[src/rtl/aes_pkg.sv]
// Shared AES definitions: round constants, S-box, GF(2^8) doubling and the
// key-schedule FSM state encoding.
package aes_pkg;

  localparam int AES_NK      = 4;
  localparam int AES_NROUNDS = 10;

  typedef enum logic [1:0] {
    IDLE,
    STREAM,
    DONE
  } aes_state_e;

  localparam logic [7:0] SBOX [256] = '{
    8'h63, 8'h7c, 8'h77, 8'h7b, 8'hf2, 8'h6b, 8'h6f, 8'hc5, 8'h30, 8'h01, 8'h67, 8'h2b, 8'hfe, 8'hd7, 8'hab, 8'h76,
    8'hca, 8'h82, 8'hc9, 8'h7d, 8'hfa, 8'h59, 8'h47, 8'hf0, 8'had, 8'hd4, 8'ha2, 8'haf, 8'h9c, 8'ha4, 8'h72, 8'hc0,
    8'hb7, 8'hfd, 8'h93, 8'h26, 8'h36, 8'h3f, 8'hf7, 8'hcc, 8'h34, 8'ha5, 8'he5, 8'hf1, 8'h71, 8'hd8, 8'h31, 8'h15,
    8'h04, 8'hc7, 8'h23, 8'hc3, 8'h18, 8'h96, 8'h05, 8'h9a, 8'h07, 8'h12, 8'h80, 8'he2, 8'heb, 8'h27, 8'hb2, 8'h75,
    8'h09, 8'h83, 8'h2c, 8'h1a, 8'h1b, 8'h6e, 8'h5a, 8'ha0, 8'h52, 8'h3b, 8'hd6, 8'hb3, 8'h29, 8'he3, 8'h2f, 8'h84,
    8'h53, 8'hd1, 8'h00, 8'hed, 8'h20, 8'hfc, 8'hb1, 8'h5b, 8'h6a, 8'hcb, 8'hbe, 8'h39, 8'h4a, 8'h4c, 8'h58, 8'hcf,
    8'hd0, 8'hef, 8'haa, 8'hfb, 8'h43, 8'h4d, 8'h33, 8'h85, 8'h45, 8'hf9, 8'h02, 8'h7f, 8'h50, 8'h3c, 8'h9f, 8'ha8,
    8'h51, 8'ha3, 8'h40, 8'h8f, 8'h92, 8'h9d, 8'h38, 8'hf5, 8'hbc, 8'hb6, 8'hda, 8'h21, 8'h10, 8'hff, 8'hf3, 8'hd2,
    8'hcd, 8'h0c, 8'h13, 8'hec, 8'h5f, 8'h97, 8'h44, 8'h17, 8'hc4, 8'ha7, 8'h7e, 8'h3d, 8'h64, 8'h5d, 8'h19, 8'h73,
    8'h60, 8'h81, 8'h4f, 8'hdc, 8'h22, 8'h2a, 8'h90, 8'h88, 8'h46, 8'hee, 8'hb8, 8'h14, 8'hde, 8'h5e, 8'h0b, 8'hdb,
    8'he0, 8'h32, 8'h3a, 8'h0a, 8'h49, 8'h06, 8'h24, 8'h5c, 8'hc2, 8'hd3, 8'hac, 8'h62, 8'h91, 8'h95, 8'he4, 8'h79,
    8'he7, 8'hc8, 8'h37, 8'h6d, 8'h8d, 8'hd5, 8'h4e, 8'ha9, 8'h6c, 8'h56, 8'hf4, 8'hea, 8'h65, 8'h7a, 8'hae, 8'h08,
    8'hba, 8'h78, 8'h25, 8'h2e, 8'h1c, 8'ha6, 8'hb4, 8'hc6, 8'he8, 8'hdd, 8'h74, 8'h1f, 8'h4b, 8'hbd, 8'h8b, 8'h8a,
    8'h70, 8'h3e, 8'hb5, 8'h66, 8'h48, 8'h03, 8'hf6, 8'h0e, 8'h61, 8'h35, 8'h57, 8'hb9, 8'h86, 8'hc1, 8'h1d, 8'h9e,
    8'he1, 8'hf8, 8'h98, 8'h11, 8'h69, 8'hd9, 8'h8e, 8'h94, 8'h9b, 8'h1e, 8'h87, 8'he9, 8'hce, 8'h55, 8'h28, 8'hdf,
    8'h8c, 8'ha1, 8'h89, 8'h0d, 8'hbf, 8'he6, 8'h42, 8'h68, 8'h41, 8'h99, 8'h2d, 8'h0f, 8'hb0, 8'h54, 8'hbb, 8'h16
  };

  // Multiply by x in GF(2^8) modulo the AES polynomial; advances rcon.
  function automatic logic [7:0] xtime(input logic [7:0] b);
    return {b[6:0], 1'b0} ^ (b[7] ? 8'h1b : 8'h00);
  endfunction

endpackage

[src/rtl/aes_subword.sv]
// Combinational SubWord: four parallel S-box lookups with zero latency, so the
// key schedule can produce one round key per cycle.
module aes_subword
  import aes_pkg::*;
(
  input  logic [31:0] word,
  output logic [31:0] sub
);

  assign sub = {SBOX[word[31:24]], SBOX[word[23:16]], SBOX[word[15:8]], SBOX[word[7:0]]};

endmodule

[src/rtl/aes_key_expand.sv]
// Iterative AES-128 key schedule streaming rk0..rkN over a valid/ready port.
// Optional AES_KEY_EXPAND_STORE_EN builds an (N+1)x128 key store read via rd_addr.
module aes_key_expand
  import aes_pkg::*;
#(
  parameter int NROUNDS = AES_NROUNDS
) (
  input  logic         clk,
  input  logic         rst,
  input  logic         start,
  input  logic [127:0] key_in,
  output logic         busy,
  output logic         rk_valid,
  input  logic         rk_ready,
  output logic [127:0] rk,
  output logic [3:0]   rk_index,
  output logic         done,
  input  logic [3:0]   rd_addr,
  output logic [127:0] rd_key
);

  localparam logic [3:0] LAST_INDEX = 4'(NROUNDS);

  aes_state_e   state;
  logic [7:0]   rcon;
  logic [31:0]  rot_w3;
  logic [31:0]  sub_w3;
  logic [31:0]  t_word;
  logic [31:0]  n0, n1, n2, n3;
  logic [127:0] next_rk;
  logic         xfer;

  assign xfer   = (state == STREAM) && rk_ready;
  assign rot_w3 = {rk[23:0], rk[31:24]};

  aes_subword u_subword (
    .word (rot_w3),
    .sub  (sub_w3)
  );

  assign t_word  = sub_w3 ^ {rcon, 24'h0};
  assign n0      = rk[127:96] ^ t_word;
  assign n1      = rk[95:64]  ^ n0;
  assign n2      = rk[63:32]  ^ n1;
  assign n3      = rk[31:0]   ^ n2;
  assign next_rk = {n0, n1, n2, n3};

  // NOTE: all state uses non-blocking assignments so every register samples
  // pre-edge values; blocking here would chain rk/rcon updates within one edge.
  always_ff @(posedge clk) begin
    if (rst) begin
      state    <= IDLE;
      rk       <= '0;
      rk_index <= '0;
      rcon     <= 8'h01;
      busy     <= 1'b0;
      rk_valid <= 1'b0;
      done     <= 1'b0;
    end else begin
      done <= 1'b0;
      case (state)
        IDLE: begin
          if (start) begin
            state    <= STREAM;
            rk       <= key_in;
            rk_index <= '0;
            rcon     <= 8'h01;
            busy     <= 1'b1;
            rk_valid <= 1'b1;
          end
        end
        STREAM: begin
          if (rk_ready) begin
            if (rk_index == LAST_INDEX) begin
              state    <= DONE;
              rk_valid <= 1'b0;
              done     <= 1'b1;
            end else begin
              rk       <= next_rk;
              rk_index <= rk_index + 4'd1;
              rcon     <= xtime(rcon);
            end
          end
        end
        DONE: begin
          state <= IDLE;
          busy  <= 1'b0;
        end
        default: state <= IDLE;
      endcase
    end
  end

`ifdef AES_KEY_EXPAND_STORE_EN
  logic [127:0] key_store [NROUNDS+1];

  // NOTE: the store has no reset; its contents survive rst so previously
  // expanded keys remain readable, and it maps onto plain registers/RAM.
  always_ff @(posedge clk) begin
    if (!rst && xfer) begin
      key_store[rk_index] <= rk;
    end
  end

  always_ff @(posedge clk) begin
    if (rst) begin
      rd_key <= '0;
    end else if (rd_addr <= LAST_INDEX) begin
      rd_key <= key_store[rd_addr];
    end else begin
      rd_key <= '0;
    end
  end
`else
  logic unused_rd;

  assign rd_key    = '0;
  assign unused_rd = ^{rd_addr, xfer};
`endif

endmodule
[config.mk]
export PLATFORM = sky130hd
export DESIGN_NAME = aes_key_expand
export DESIGN_NICKNAME = d
export VERILOG_FILES = /design/src/rtl/aes_pkg.sv /design/src/rtl/aes_subword.sv /design/src/rtl/aes_key_expand.sv
export SDC_FILE = /design/constraint.sdc
export NUM_CORES = 1
export LEC_CHECK = 0
export ABC_AREA = 1
export ABC_CLOCK_PERIOD_IN_PS = 3500
export BUFFER_PORTS_ARGS = -buffer_cell sky130_fd_sc_hd__buf_2
export CAP_MARGIN = 40
export CORE_ASPECT_RATIO = 1.4
export CORE_MARGIN = 10
export CORE_UTILIZATION = 45
export DETAILED_ROUTE_END_ITERATION = 10
export PLACE_DENSITY_LB_ADDON = 0.12
export SLEW_MARGIN = 0
export SYNTH_ARGS = -nofsm -noshare
export SYNTH_HDL_FRONTEND = slang
export SYNTH_SLANG_ARGS = --single-unit
[constraint.sdc]
create_clock -name clk -period 3.5 [get_ports clk]
set_input_delay 0.35 -clock clk [delete_from_list [all_inputs] [get_ports clk]]
set_output_delay 0.35 -clock clk [all_outputs]
set_load 0.05 [all_outputs]
* Word-level counts from Yosys, hierarchy flattened
Memory sizes are Yosys's and may differ from the RTL's.
Cells that the tools add are included.
** Word-level totals
- Flip-flop bits (word level) :: 145
- Bits of input ports :: 136
- Memories :: 4
- Latch bits :: 0
- Bits in read-only memories :: 8192
- Logic and storage cells :: 74
- Memory bits (writable) :: 0
- Output and inout port bits :: 263
** Memories
- (name not given) :: words 256, bits a word 8, rd ports 1, clocked after Yosys merged registers in 0, wr ports 0, RTL line aes_subword.sv:10 : assign sub = {SBOX[word[31:24]], SBOX[word[23:16]], SBOX[word[15:8]], SBOX[word[7:0]]};
- (name not given) :: words 256, bits a word 8, rd ports 1, clocked after Yosys merged registers in 0, wr ports 0, RTL line aes_subword.sv:10
- (name not given) :: words 256, bits a word 8, rd ports 1, clocked after Yosys merged registers in 0, wr ports 0, RTL line aes_subword.sv:10
- (name not given) :: words 256, bits a word 8, rd ports 1, clocked after Yosys merged registers in 0, wr ports 0, RTL line aes_subword.sv:10
** Operators by class
- Div/mod/pow operators :: 0
- Reductions and logical operators :: 8
- Multiplexer cells :: 31
- Eq/ne operators :: 7
- Multipliers :: 0
- Add/sub/neg operators :: 1
- $lt $le $gt $ge :: 4
- Bitwise operators :: 12
- Shift-type cells :: 0
** Operators by type and width (count)
- 2-to-1 mux 128 bit :: 3
- one-hot mux 128 bit (2 select lines) :: 1
- bitwise XOR 32 bit :: 5
- 2-to-1 mux 8 bit :: 11
- >= comparator 9 bit, second input constant :: 4
- inverter 8 -> 9 bit :: 4
- one-hot mux 8 bit (2 select lines) :: 1
- 2-to-1 mux 4 bit :: 3
- one-hot mux 4 bit (2 select lines) :: 1
- AND reduction 4 bit :: 2
- bitwise XOR 8 x 5 -> 8 bit :: 1
- 2-to-1 mux 2 bit :: 3
- inequality test 2 bit, second input constant :: 3
- 2-to-1 mux 5 bit :: 1
- adder 4 x 1 -> 4 bit, second input constant :: 1
- == test 4 bit, second input constant :: 1
- 2-to-1 mux 1 bit :: 4
- one-hot mux 1 bit (2 select lines) :: 2
- one-hot mux 2 bit (2 select lines) :: 1
- nonzero test 2 bit :: 2
- AND reduction 3 bit :: 1
- OR reduction 3 bit :: 1
- == test 2 x 1 -> 1 bit, second input constant :: 1
- == test 2 bit, second input constant :: 1
- other kinds (4) :: 5

* Logic depth before layout (Yosys ltp)
Gate-level depths: netlist (run 1).
- Word-level depth :: 12
- Gate-level depth with buffers :: 24
- Depth with buffers taken out :: 23

* Hierarchy
A second synthesis (run 1) with hierarchy kept.
** Unflattened totals
- Cells, all modules :: 3939
- Area, all modules :: 20746.1 µm²
** Modules (own cells, without submodules)
- aes_subword :: cells an instance 2521, area each 11583.6 µm², times used 1, sequential area each 0.0 µm²
- aes_key_expand :: cells an instance 1418, area each 9162.5 µm², times used 1, sequential area each 2902.8 µm²

* Worst setup path before layout (run 1)
Ideal clock, no wire load.
- Path type :: reg2reg
- Start :: reg rk[9]
- End :: reg rk[19]
- Data required time :: 3368 ps
- Buffers on the path :: 1
- Path slack :: 318 ps
- Stages on the path, launching flop included :: 21
- Period minus slack after synthesis :: 3182 ps
- Arrival time :: 3050 ps
- Setup time :: 132 ps
- Cells stage by stage :: dfxtp_1 -> inv_2 -> ha_1 -> nand2_2 -> buf_4 -> nand3_1 -> nand3_1 -> nand3_1 -> nand2_1 -> nand2_1 -> nand3_1 -> nand2_1 -> nand2_1 -> nand3_1 -> nand2_1 -> nand2_1 -> nand2_1 -> nand2_1 -> nand3_1 -> nand2_1 -> a21oi_1
** On the way
- Word-level cells in the longest chain between the ends :: 12
** Ends and longest elaborated chain
- start, declared :: RTL line aes_key_expand.sv:15 : output logic [127:0] rk,
- start signal, assigned :: RTL line aes_key_expand.sv:65 : rk <= key_in;
- start signal, assigned :: RTL line aes_key_expand.sv:79 : rk <= next_rk;
- inverter 8 -> 9 bit (not written as such) :: RTL line aes_subword.sv:10
- memory (256 x 8 bit)
- 2-to-1 mux 8 bit (not written as such) (2 in series) :: RTL line aes_subword.sv:10
- bitwise XOR 32 bit :: RTL line aes_key_expand.sv:41 : assign t_word = sub_w3 ^ {rcon, 24'h0};
- bitwise XOR 32 bit :: RTL line aes_key_expand.sv:42 : assign n0 = rk[127:96] ^ t_word;
- bitwise XOR 32 bit :: RTL line aes_key_expand.sv:43 : assign n1 = rk[95:64] ^ n0;
- bitwise XOR 32 bit :: RTL line aes_key_expand.sv:44 : assign n2 = rk[63:32] ^ n1;
- bitwise XOR 32 bit :: RTL line aes_key_expand.sv:45 : assign n3 = rk[31:0] ^ n2;
- 2-to-1 mux 128 bit :: RTL line aes_key_expand.sv:74 : if (rk_index == LAST_INDEX) begin
- 2-to-1 mux 128 bit :: RTL line aes_key_expand.sv:73 : if (rk_ready) begin
- one-hot mux 128 bit (2 select lines) :: RTL line aes_key_expand.sv:61 : case (state)
Every way passes these cells. The select of a mux whose other input is x is not followed.
A chain may end at the register's enable or synchronous reset.

* Worst setup path after layout (run 1)
- Start :: reg rk[26]
- End :: reg rk[5]
Same word-level chain as after synthesis.

==> results of run 1 <==
sequential cells by signal, indices dropped and copies added, names as in the netlist:
| signal | cells |
|---|---|
| busy | 1 |
| done | 1 |
| rcon | 8 |
| rk | 128 |
| rk_index | 4 |
| rk_valid | 1 |
| state | 2 |
per-layer routing:
metal / up-vias / share of wire / track usage / routed length (um)
met4: 2 / 0.082 / 0.2757 / 9113
met5: - / 0.000099 / 0 / 11
met3: 478 / 0.093 / 0.05895 / 10290
li1: 13640 / - / - / -
met1: 13230 / 0.35 / 0.4172 / 39180
met2: 1935 / 0.47 / 0.6184 / 52120
power breakdown:
part           internal [mW]  switching [mW]  leakage (nW)
sequential              1.82           0.190          1.20
combinational           2.00            5.40          10.4
clock                   1.14           0.931         0.290
final cells by class:
class | count | area (um^2)
fillers | 5445 | 23470
multi-input cells | 3440 | 15930
flip-flops and latches | 145 | 2913
repair buffers | 407 | 2562
inverters | 205 | 782.0
well taps | 624 | 780.7
clock buffers | 19 | 432.9
clock inverters | 13 | 175.2
diodes | 2 | 5.005
kinds of logic after synthesis:
| logic type | after synthesis | synth area share |
|---|---|---|
| AND/OR/NAND/NOR | 2833 | 0.5773 |
| buffers and inverters | 620 | 0.1457 |
| AO/OA/AOI/OAI | 408 | 0.1017 |
| flip-flops | 145 | 0.1353 |
| adder cells (fa/ha/maj) | 62 | 0.03616 |
| XOR/XNOR | 9 | 0.003674 |
| other | 1 | 0.0001748 |
placed cells by master, fill, tap and decap left out, drive strengths merged:
cell	instances
nand2	1237
nand3	1218
buf	407
nor2	342
a21oi	246
inv	207
dfxtp	145
conb	128
o21ai	111
ha	62
o211ai	48
clkbuf	19
nand4	16
nand3b	9
xor2	9
or2	6
clkinv	6
nor3	5
bufinv	3
diode	2
clkinvlp	2
a31oi	1
o211a	1
a211oi	1
worst reg2reg max path: cells and delay by family, from the launching register on:
kind	cells	cell delay, ps
simple gates	14	2420
compound gates	1	110
buf+inv	1	200
flops	1	470
per-stage QoR:
stage / power, mW / hold slack [ps]
3_3_place_gp: 9.222 / 475.6
3_5_place_dp: 9.211 / 481.9
2_1_floorplan: 7.245 / 457.1
5_1_grt: 12.21 / 194.5
6_report: 11.49 / 176.7
4_1_cts: 11.29 / 169.0
timing repair:
action	in CTS	in global routing
endpoints found under the setup margin	0	4
resized for setup	0	3
setup buffers	0	0
hold buffers	0	0
worst max-delay path by stage:
stage	slack, ps	cells past startpoint	endpoint	start
after floorplan	320	20	rk[19]	rk[9]
after global placement	360	17	rk[15]	rk[1]
after detailed placement	380	17	rk[15]	rk[1]
after CTS	360	19	rk[22]	rk[10]
after global routing	4	18	rk[5]	rk[26]
final	250	16	rk[5]	rk[26]
==> impl_metrics.py, run 1 <==
metrics = {
    "detailed_routing": {
        "wl_per_cell_um": 22.80,
        "first_pass_iters": 9,
        "drtIter0Drc": 4194,
        "avgViaCountPerCell": 6.030,
        "drc": 0,
        "ant_nets": 0,
        "routed_wl_um": 110700,
        "vias": 29280,
    },
    "timing": {
        "slew_viol_final": 0,
        "setup_viol": 0,
        "tightestPinTransition_ps": 951.1,
        "fin_skew_ps": 10.91,
        "finalHoldViolCount": 0,
        "fin_crit_sh": 0.9297,
        "period_minus_slack_ps": 3254,
        "setup_tns_ps": 0,
        "max_slew_margin": 0.3652,
        "clock.fmax_mhz": 307.3,
        "finalWorstSetupSlack_ps": 246.1,
        "rsz0062_at_grt": "no",
    },
    "layout": {
        "final_util": 0.5012,
        "final_area_um2": 23580,
        "area_growth_pct": 9.897,
        "final_cells": 4855,
        "fin_nets": 4414,
        "drive_gt1_frac": 0.1211,
    },
    "clock_network": {
        "cts-root-buf": "clkbuf_16",
        "cts_made_buffers": 17,
        "cts_tree": "built",
        "clk_pin_slew_ps": 70,
        "cts-htree-levels": 4,
        "clk_latency_ps": 480,
        "cts_max_path_buffers": 2,
        "cts.sinks": 145,
    },
    "critical_path": {
        "cp.required_ps": 3910,
        "critPathMaxFanout": 14,
        "crit_family": "simple AND/OR/NAND/NOR gates",
        "end_kind": "register",
        "cp.arrival_ps": 3660,
        "cp-start-kind": "register",
        "path_cells": "inv_2 > nand2_1 > nand3_1 > nand3_1 > nand3_1 > nand3_1 > nand3_1 > nand3_1 > nand3_1 > nand2_1 > nand2_1 > nand2_1 > nand2_1 > nand3_1 > nand2_1 > a21oi_1",
        "crit_top_cell": "nand3_1",
        "max_stage_delay_ps": 550,
        "rr_worst_depth": 16,
        "worst-path-buf-inv": 1,
        "critPathSlowestCell": "nand2_1",
        "r2r_slack_ps": 250,
        "reg2reg_to": "rk[5]",
        "worstSetupPathType": "register to register",
        "timing.rr.start": "rk[26]",
    },
    "logic_synthesis": {
        "synth.largest_area_cell": "nand3_1",
        "netlist_top_cells_area": "nand3_1 28%, nand2_1 21%, dfxtp_1 14%, nor2_1 5.9%, a21oi_1 5.7%",
        "ys_seq_area_frac": 0.1353,
        "ys_types": 36,
        "syn_area_um2": 21450,
        "synth_top_flop_cell": "dfxtp_1",
        "synthArstFlopShare": 0,
        "synth_top_area_share": 0.2832,
        "ys_top_cells_by_count": "1214 x nand3_1, 1209 x nand2_1, 339 x nor2_1",
        "ys_warn_count": 0,
        "synthCells": 4078,
        "synth_edf_count": 0,
        "ys_ff_latch": 145,
        "synth.most_common_cell": "nand3_1",
        "syn_avg_cell_area_um2": 5.261,
    },
    "floorplan": {
        "die_w_um": 204.5,
        "die_y_um": 278.4,
        "rows": 94,
        "pin_count": 399,
        "floorplan.initialDensity": 0.4560,
        "dieArea_um2": 56930,
        "core_area_um2": 47050,
    },
    "global_routing": {
        "grt_use_total": 0.3705,
        "grt_overflow_total": 0,
        "grt_pass1_vias": 27280,
        "grt_max_degree": 200,
        "antenna_found_initial": 3,
        "grt_pass1_wl_um": 165700,
    },
    "worst_hold_path": {
        "min_from": "key_in[118]",
        "hold_end": "rk[118]",
        "worstHoldPathCells": 3,
        "hold_path_class": "primary input to register",
    },
    "placed_design": {
        "dp.cells": 4821,
        "globalplace.congestion": 1.041,
        "dp_hpwl_um": 80940,
        "postPlaceCellArea_um2": 22950,
        "port_buffers": 266,
        "preCtsSetupSlack_ps": 379.8,
    },
    "status": {
        "status": "completed",
    },
    "run": {
        "maxCapViolCount": 0,
    },
    "power_and_ir_drop": {
        "peakVddDrop_v": 0.0004144,
        "power.density_nw_per_um2": 487.3,
        "p_leak_nw": 11.88,
    },
}
Power figures use the tool's default switching activity.
==> run 2: changes to the inputs <==
Settings changed: CORE_MARGIN 10 to not set.
==> run 2 against run 1 <==
Effect of this change: largest cell class unchanged; routed wire length shrank 4.3%; core utilization shrank 0.20 points; final area shrank 0.41%; first-iteration DRC count grew 3.9%; worst hold slack lost 11 ps; clock power shrank 6%; total power shrank 1.4%; sequential power is essentially flat; sequential share of layout area grew 0.051 points; critical path depth grew 4; highest routed layer is now met4.
==> impl_metrics.py, run 2 (synthesized netlist as in run 1, its figures left out) <==
metrics = {
    "status": {
        "status": "completed",
    },
    "layout": {
        "largest_reg_flops": 128,
        "final_common_cell": "nand3_1",
        "fillers": 5420,
        "fin_nets": 4407,
        "top_register": "rk",
        "reg_top3": "rk (128), rcon (8), rk_index (4)",
        "drive_gt1_frac": 0.1194,
        "final_area_um2": 23480,
        "mostFrequentLayoutCells": "1214 x nand3_1, 1208 x nand2_1, 337 x nor2_1, 265 x buf_2, 243 x a21oi_1",
        "area_growth_pct": 9.448,
    },
    "detailed_routing": {
        "first_pass_iters": 7,
        "vias": 29190,
        "drc": 0,
        "wl_per_cell_um": 21.85,
        "routed_wl_um": 106000,
        "avgViaCountPerCell": 6.017,
        "drtIter0Drc": 4358,
        "ant_nets": 0,
    },
    "placed_design": {
        "dp_hpwl_um": 76520,
        "globalplace.congestion": 1.093,
        "port_buffers": 266,
        "preCtsSetupSlack_ps": 307.9,
        "postPlaceCellArea_um2": 22910,
    },
    "global_routing": {
        "grt_max_degree": 200,
        "grt_use_total": 0.4223,
        "antenna_found_initial": 6,
        "grt_pass1_wl_um": 158700,
        "grt_pass1_vias": 26220,
        "grt_overflow_total": 0,
    },
    "timing": {
        "max_slew_margin": 0.3914,
        "period_minus_slack_ps": 3283,
        "setup_viol": 0,
        "fin_crit_sh": 0.9379,
        "clock.fmax_mhz": 304.6,
        "tightestPinTransition_ps": 913.0,
        "slew_viol_final": 0,
        "finalHoldViolCount": 0,
        "finalWorstSetupSlack_ps": 217.5,
        "rsz0062_at_grt": "no",
        "fin_skew_ps": 17.05,
        "setup_tns_ps": 0,
    },
    "clock_network": {
        "cts_made_buffers": 17,
        "cts_tree": "built",
        "clk_latency_ps": 490,
        "cts_max_path_buffers": 2,
        "cts_hold_buf": 0,
        "cts-htree-levels": 4,
        "cts.sinks": 145,
        "clk_pin_slew_ps": 80,
        "cts-root-buf": "clkbuf_16",
    },
    "power_and_ir_drop": {
        "peakVddDrop_v": 0.0005015,
        "power_mw": 11.33,
        "power.density_nw_per_um2": 482.7,
        "p_leak_nw": 11.82,
    },
    "critical_path": {
        "end_kind": "register",
        "worstSetupPathType": "register to register",
        "cp-start-kind": "register",
        "cp.required_ps": 3840,
        "cp.arrival_ps": 3620,
        "critPathMaxFanout": 12,
    },
    "run": {
        "maxCapViolCount": 0,
    },
    "worst_hold_path": {
        "hold_path_class": "primary input to register",
    },
    "floorplan": {
        "dieArea_um2": 48570,
        "core_area_um2": 47050,
        "rows": 94,
        "die_y_um": 260.4,
        "floorplan.initialDensity": 0.4560,
        "pin_count": 399,
        "die_w_um": 186.5,
    },
}
run 2: changes by cell type in the layout (fill, tap and decap cells not counted), moves of 2 or more:
cell	before	now
inv_6	5	2
buf_12	12	14
bufinv_16	3	1
clkinv_2	0	3
buf_4	129	121
diode_2	2	6
run 2: layout make-up:
type / count / area, um^2 / share of cell area
Antenna cell: 6 / 15.01 / 0.0006394
Inverter: 205 / 782.0 / 0.03330
Timing Repair Buffer: 400 / 2515 / 0.1071
Clock inverter: 12 / 111.4 / 0.004742
Multi-Input combinational cell: 3440 / 15920 / 0.6781
Tap cell: 624 / 780.7 / 0.03325
Clock buffer: 19 / 442.9 / 0.01886
Sequential cell: 145 / 2913 / 0.1240
run 2: worst max-delay path, cell delays in order, from the launching register on:
cell	delay [ps]
dfxtp_1	330
inv_1	50
buf_4	170
ha_1	480
nand2_1	460
nand3_1	230
nand2_1	70
nand2_1	60
nand2_1	50
nand2_1	110
nand3_1	120
nand3_1	200
nand3b_1	150
nand2_1	120
nand2_1	70
nand3_1	80
nand2_1	70
nand2_1	60
nand3_1	60
nand2_1	90
a21oi_1	60
run 2: layer usage:
| layer | up-vias | share of wire | track usage |
|---|---|---|---|
| li1 | 13620 | - | - |
| met1 | 13140 | 0.36 | 0.4827 |
| met2 | 1910 | 0.46 | 0.7024 |
| met3 | 526 | 0.082 | 0.05231 |
| met4 | 0 | 0.096 | 0.3629 |
| met5 | - | 0 | 0 |
run 2: power breakdown:
group	internal, mW	leakage [nW]	switching [mW]
Clock	0.996	0.266	0.945
Combinational	2.00	10.4	5.39
Sequential	1.82	1.20	0.180
Total	4.81	11.8	6.52
run 2: path summary, 6_finish.rpt:
kind,slack [ps],from,to,depth (start not counted)
hold reg to reg,480,rk_valid,rk_valid,2
hold / removal,170,rk_ready,state[1],3
setup reg to reg,220,rk[1],rk[8],20
setup / recovery,220,rk[1],rk[8],20
run 2: repair_timing:
action	CTS	global route
setup endpoints to repair	0	6
gates resized for setup	0	2
buffers inserted	0	0
run 2: per-stage QoR:
| stage | util | hold WS (ps) | instances |
|---|---|---|---|
| after floorplan | - | 457.1 | 4205 |
| after global placement | 0.4869 | 461.7 | 4814 |
| after detailed placement | 0.4869 | 474.4 | 4814 |
| after CTS | 0.4987 | 157.7 | 4845 |
| after global routing | 0.4991 | 193.0 | 4850 |
| final | 0.4991 | 165.9 | 4851 |
